File: config.mk
export PLATFORM = sky130hd
export DESIGN_NAME = reg_deslocamento_seq
export DESIGN_NICKNAME = d
export VERILOG_FILES = /design/src/rtl/reg_deslocamento_seq.sv
export SDC_FILE = /design/constraint.sdc
export NUM_CORES = 1
export LEC_CHECK = 0
export ABC_AREA = 1
export CAP_MARGIN = 10
export CORE_MARGIN = 2
export CORE_UTILIZATION = 45
export CTS_CLUSTER_DIAMETER = 150
export DETAILED_ROUTE_END_ITERATION = 10
export HOLD_SLACK_MARGIN = 0.08
export PLACE_DENSITY = 0.76
export REMOVE_ABC_BUFFERS = 1
export SLEW_MARGIN = 15
export SYNTH_ARGS = -nofsm -noshare
export SYNTH_HDL_FRONTEND = slang
export SYNTH_SLANG_ARGS = --single-unit
export TNS_END_PERCENT = 50
File: constraint.sdc
create_clock -name clk -period 4.05 [get_ports clk]
set_input_delay 1.0125 -clock clk [delete_from_list [all_inputs] [get_ports clk]]
set_output_delay 1.0125 -clock clk [all_outputs]
set_load 0.05 [all_outputs]
File: src/rtl/reg_deslocamento_seq.sv
// reg_deslocamento_seq
// Sequential shift register for the multicycle datapath. It takes the operand
// from mux_Sl_Sr and shifts or rotates it by a programmable amount, moving one
// bit position per clock. The result goes to the register-file write-data mux.
//
// Ports
//   clk        rising-edge clock
//   reset      synchronous, active-low reset; clears all state
//   entrada    operand (DATA_W bits), captured when an operation is accepted
//   n          shift amount (SHAMT_W bits), captured together with start
//   shift_op   operation: 000 nop, 001 load, 010 SLL, 011 SRL, 100 SRA,
//              101 ROR, 110 ROL, 111 reserved (nop)
//   start      request; only accepted in IDLE
//   busy       registered, high in SHIFT and DONE
//   done       registered, one-cycle pulse in DONE (saida is final)
//   saida      shift register contents
//   state_dbg  current FSM state (0 IDLE, 1 SHIFT, 2 DONE)
//
// Handshake: start is a single-cycle request sampled only in IDLE. The
// controller waits for done, which is high for exactly one cycle. A start seen
// in SHIFT or DONE is dropped. The next request can be accepted in the first
// IDLE cycle after DONE.
module reg_deslocamento_seq #(
  parameter int DATA_W  = 32,
  parameter int SHAMT_W = 5
) (
  input  logic               clk,
  input  logic               reset,
  input  logic [DATA_W-1:0]  entrada,
  input  logic [SHAMT_W-1:0] n,
  input  logic [2:0]         shift_op,
  input  logic               start,
  output logic               busy,
  output logic               done,
  output logic [DATA_W-1:0]  saida,
  output logic [1:0]         state_dbg
);

  typedef enum logic [1:0] {
    IDLE  = 2'd0,
    SHIFT = 2'd1,
    DONE  = 2'd2
  } state_t;

  localparam logic [2:0] OP_LOAD = 3'b001;
  localparam logic [2:0] OP_SLL  = 3'b010;
  localparam logic [2:0] OP_SRL  = 3'b011;
  localparam logic [2:0] OP_SRA  = 3'b100;
  localparam logic [2:0] OP_ROR  = 3'b101;
  localparam logic [2:0] OP_ROL  = 3'b110;

  state_t             state, state_d;
  logic [SHAMT_W-1:0] cnt, cnt_d;
  logic [2:0]         op_q, op_d;
  logic [DATA_W-1:0]  saida_d;
  logic [DATA_W-1:0]  step;
  logic               is_shift;

  assign is_shift  = (shift_op >= OP_SLL) && (shift_op <= OP_ROL);
  assign state_dbg = state;

  // One-position move of the current contents according to the latched op.
  // Amounts of DATA_W or more need no special handling: repeated single steps
  // saturate the logical shifts and wrap the rotates.
  always_comb begin
    step = saida;
    case (op_q)
      OP_SLL:  step = {saida[DATA_W-2:0], 1'b0};
      OP_SRL:  step = {1'b0, saida[DATA_W-1:1]};
      OP_SRA:  step = {saida[DATA_W-1], saida[DATA_W-1:1]};
      OP_ROR:  step = {saida[0], saida[DATA_W-1:1]};
      OP_ROL:  step = {saida[DATA_W-2:0], saida[DATA_W-1]};
      default: step = saida;
    endcase
  end

  always_comb begin
    state_d = state;
    cnt_d   = cnt;
    op_d    = op_q;
    saida_d = saida;
    case (state)
      IDLE: begin
        if (start) begin
          if (shift_op == OP_LOAD) begin
            saida_d = entrada;
            state_d = DONE;
          end else if (is_shift) begin
            saida_d = entrada;
            op_d    = shift_op;
            cnt_d   = n;
            state_d = (n == '0) ? DONE : SHIFT;
          end
        end
      end
      SHIFT: begin
        saida_d = step;
        cnt_d   = cnt - 1'b1;
        if (cnt == SHAMT_W'(1)) state_d = DONE;
      end
      DONE: begin
        state_d = IDLE;
      end
      default: begin
        state_d = IDLE;
      end
    endcase
  end

  // busy/done are registered from the next state so neither depends
  // combinationally on start.
  always_ff @(posedge clk) begin
    if (!reset) begin
      state <= IDLE;
      cnt   <= '0;
      op_q  <= '0;
      saida <= '0;
      busy  <= 1'b0;
      done  <= 1'b0;
    end else begin
      state <= state_d;
      cnt   <= cnt_d;
      op_q  <= op_d;
      saida <= saida_d;
      busy  <= (state_d != IDLE);
      done  <= (state_d == DONE);
    end
  end

endmodule

# Word-level counts from Yosys, hierarchy flattened
# Index checks and enable logic that the tools add are counted.
[classes] n_addsub=1 order_cmp=2 n_eq_ne=16 mux=15 bitwise=1 n_reduce_logical=9
[ops] op="32-bit case mux with 5 select lines" n=1
[ops] op="32-bit 2-to-1 mux" n=3
[ops] op="32-bit case mux with 2 select lines" n=1
[ops] op="5-bit 2-to-1 mux" n=3
[ops] op="4-bit AND reduction" n=3
[ops] op="2-bit 2-to-1 mux" n=5
[ops] op="5-bit case mux with 2 select lines" n=1
[ops] op="3-bit equality test, second input constant" n=3
[ops] op="2-bit inequality test, second input constant" n=4
[ops] op="3-bit by 2-bit equality test with 1-bit output, second input constant" n=2
[ops] op="6-bit by 1-bit inequality test with 1-bit output, second input constant" n=1
[ops] op="5-bit by 1-bit equality test with 1-bit output, second input constant" n=1
[ops] op="5-bit zero test" n=1
[ops] op="5-bit by 1-bit inequality test with 1-bit output, second input constant" n=1
[ops] op="5-bit AND reduction" n=1
[ops] op="5-bit by 1-bit subtractor with 5-bit output, second input constant" n=1
[ops] op="2-bit case mux with 2 select lines" n=1
[ops] op="2-bit nonzero test" n=2
[ops] op="3-bit by 1-bit equality test with 1-bit output, second input constant" n=1
[ops] op="3-bit by 2-bit >= comparator with 1-bit output, second input constant" n=1
[ops] op="3-bit <= comparator, second input constant" n=1
[ops] op="3-bit inequality test, second input constant" n=1
[ops] op="2-bit by 1-bit equality test with 1-bit output, second input constant" n=1
[ops] op="2-bit equality test, second input constant" n=1
[ops] op="3 further kinds" n=3
[word_totals] reg_bits=44 input_bits=43

# Logic depth before layout (Yosys ltp)
[logic_depth] depth_word=7 depth_mapped=10 mapped_depth_nobuf=9

# Worst setup path before layout
# OpenSTA, ideal clock, no wires.
[synth_timing] path_type="in2reg" start="input shift_op[2]" end="register saida[30]" setup_time_ps=128 t_arrival_ps=1809 slack_ps=2113 cell_stages=10 path_buffers=1 path_cell_list="inv_1 nand2_1 nand2_1 nand3_1 nand2_1 nor2_2 buf_4 nand2_1 nand2_1 nor2_1"
[synth_via] elab_chain_cells=4
[synth_rtl] element="start: declaration" line="31" rtl="input logic [2:0] shift_op,"
[synth_rtl] element="3-bit by 2-bit >= comparator with 1-bit output (tied with other cells)" line="59" rtl="assign is_shift = (shift_op >= OP_SLL) && (shift_op <= OP_ROL);"
[synth_rtl] element="1-bit logical AND / 32-bit 2-to-1 mux (equally long branches)" line="59, 85"
[synth_rtl] element="3-bit inequality test (no source line) / 32-bit 2-to-1 mux (equally long branches)"
[synth_rtl] element="4-bit AND reduction (no source line) / 32-bit case mux with 2 select lines (equally long branches)"
[synth_rtl] element="end signal: assignment" line="124" rtl="saida <= saida_d;"
[synth_rtl] element="end: declaration" line="35" rtl="output logic [DATA_W-1:0] saida,"
# Parallel ways exist; a longest one is shown, timed or not. The select of a mux whose other input is x is not followed.
# A chain may end at the register's enable or synchronous reset.

# Worst setup path after layout
[layout_timing] start="input shift_op[1]" end="register saida[30]"
# The elaborated chain is that of the path after synthesis.

==> run summary <==
Initial Util = 46.3%
Crit Path Max Fanout = 17
Max Clock Skew = 0.0120 ns
clock slew at reported path FFs = 0.09 ns
# DRC = 0
row count = 28
final non-filler cell total = 597
first drt pass iteration count = 4
CP Class = in2reg
fin. max-slew vios = 0
Filler cells = 598
Critical R2R Launch = op_q[1]$_SDFFE_PN0P_
routed wire length = 7440 um
Die Wd = 81.8 um
Port Buffers = 78
CP required = 4.23 ns
critical path endpoint category = flop
flops & latches, synth = 44
largest net degree at the start of global routing = 45
unrepaired setup endpoints after global routing = false
layout cells sized above 1 = 4.60%
Mapped Avg Cell Area = 5.92 um^2
WP data arrival = 2.99 ns
Num Clock Sinks = 44
P&R area growth vs syn = 31.6%
remaining global-route overflow = 0
Startpoint Class = input port
hold path startpoint = saida[7]$_SDFFE_PN0P_
Slew HR = 51.1%
die area = 6690 um^2
final setup TNS = 0 ns
worst reg2reg setup slack = 1.79 ns
Peak VDD IR = 0.288 mV
post-CTS setup repair buffer count = 0
Max Cap Viol = 0
WHS Path Cells = 2
via density per instance = 5.21
core box area = 5890 um^2
Syn. warnings = 0
Final Hold Viols = 0
number of global-route vias before repair = 2851
CTS tree = yes
H-tree levels = 2
n_diodes = 0
Leak = 0.00158 uW
post-route ant nets = 0
hold_buf cts = 0
CTS Buf Count = 5
Hold Path Class = reg2reg
worst hold endpoint = saida[7]$_SDFFE_PN0P_
WL/cell = 12.5 um
IO Pins = 79
PostCTS Resize Cnt = 0
initial antenna violation count = 0
FF-to-FF End = saida[4]$_SDFFE_PN0P_
outcome = finished, final reports clean
dpl cells = 589
Post-Syn Area = 2720 um^2
die height = 81.8 um
synth unique cells = 26
DP Wirelength = 4850 um
Cells after Synth = 460
first-pass GRT wire length = 12200 um
Period Utilization, post-route = 69.5%
# setup viols final = 0
Power Dens Cells = 396 nW/um^2
RePlAce Congestion = 0.815
Clk Latency, worst-skew pair = 0.30 ns
Achievable Freq = 355 MHz
DR iter-0 viols = 214
clock root cell = clkbuf_8
sequential share of the synthesized area = 32.3%
Clock Tree Buf Depth = 2
Worst Tran Pin Value = 0.732 ns
Period minus WS final = 2.81 ns
worst-case reg-to-reg path depth = 7
Net count, final = 567
via count = 3108
GRT Total Usage = 22.9%
[layout by cell type, fill, tap and decap left out, drive strengths merged, types with 4 or more instances in the layout]
cell / netlist / routed
nand2: 179 / 179
clkdlybuf4s50: 0 / 78
nand3: 73 / 73
inv: 47 / 47
dfxtp: 44 / 44
a21oi: 42 / 42
nor2: 24 / 24
o21ai: 11 / 11
clkbuf: 5 / 6
nand4: 4 / 4
[layer usage]
metal  GRT usage, %  share of wire, %  vias up
met5              0                 0        -
li1               -                 -     1577
met4           4.50              0.90        0
met1           29.3                45     1421
met3           3.85               6.2        9
met2           40.7                48      101
[cell families after synthesis]
| family | share of synthesized area, % |
|---|---|
| AO/OA/AOI/OAI | 10.7 |
| adder cells (fa/ha/maj) | 1.38 |
| buffers and inverters | 11.7 |
| flip-flops | 32.3 |
| AND/OR/NAND/NOR | 43.9 |
[registers in the layout, summed over array words and instances, names as in the netlist]
| name | count |
|---|---|
| busy | 1 |
| state_dbg | 2 |
| op_q | 3 |
| done | 1 |
| saida | 32 |
| cnt | 5 |
[worst max path at each step]
stage | startpoint | end | cells past startpoint
2_1_floorplan | shift_op[2] | saida[30]$_SDFFE_PN0P_ | 9
3_3_place_gp | shift_op[1] | saida[30]$_SDFFE_PN0P_ | 11
3_5_place_dp | shift_op[1] | saida[30]$_SDFFE_PN0P_ | 11
4_1_cts | shift_op[1] | saida[30]$_SDFFE_PN0P_ | 11
5_1_grt | shift_op[2] | saida[27]$_SDFFE_PN0P_ | 10
6_report | shift_op[1] | saida[30]$_SDFFE_PN0P_ | 11
[synthesized netlist by cell type (all sizes together)]
master | n | area (um^2)
nand2 | 179 | 674
a31oi | 1 | 6.26
o21ai | 11 | 55.1
nand4 | 4 | 25.0
dfxtp | 44 | 881
or2 | 1 | 6.26
buf | 22 | 124
clkbuf | 5 | 18.8
a21o | 1 | 7.51
nand3 | 73 | 380
ha | 3 | 37.5
a21oi | 42 | 214
o21bai | 1 | 7.51
nor3 | 2 | 10.0
inv | 47 | 176
nor2 | 24 | 100
[cell type report]
cell class,count,area (um^2),share of cell area [%]
Tap cell,75,93.8,2.62
Clock buffer,6,72.6,2.02
Inverter,47,176,4.92
Multi-Input combinational cell,342,1520,42.5
Sequential cell,44,881,24.6
Clock inverter,2,35.0,0.977
Timing Repair Buffer,81,803,22.4
[power by group]
| group | total, uW | switching [uW] | internal [uW] | leakage (uW) |
|---|---|---|---|---|
| logic | 556 | 358 | 198 | 0.00117 |
| clock network | 345 | 161 | 183 | 0.0000552 |
| registers | 518 | 39.7 | 478 | 0.000361 |
[worst max-delay path, cell delays in order]
cell             delay, ns
clkdlybuf4s50_1       0.50
inv_2                 0.06
nand2_1               0.08
nand2_1               0.10
nand3_1               0.11
nand2_1               0.11
nor2_2                0.50
buf_4                 0.34
nand2_1               0.08
nand2_1               0.06
nor2_1                0.04
[metrics by stage]
| stage | total power (uW) | util [%] | hold WS (ns) | setup slack, ns | area, um^2 |
|---|---|---|---|---|---|
| floorplan | 892 | - | 0.455 | 1.70 | 2580 |
| global placement | 1070 | 59.1 | 0.467 | 0.980 | 3480 |
| detailed placement | 1080 | 59.1 | 0.475 | 0.923 | 3480 |
| CTS | 1420 | 60.9 | 0.488 | 1.25 | 3590 |
| global route | 1500 | 60.9 | 0.510 | 1.06 | 3590 |
| finish | 1420 | 60.9 | 0.487 | 1.24 | 3590 |
(Power assumes the default switching activity.)
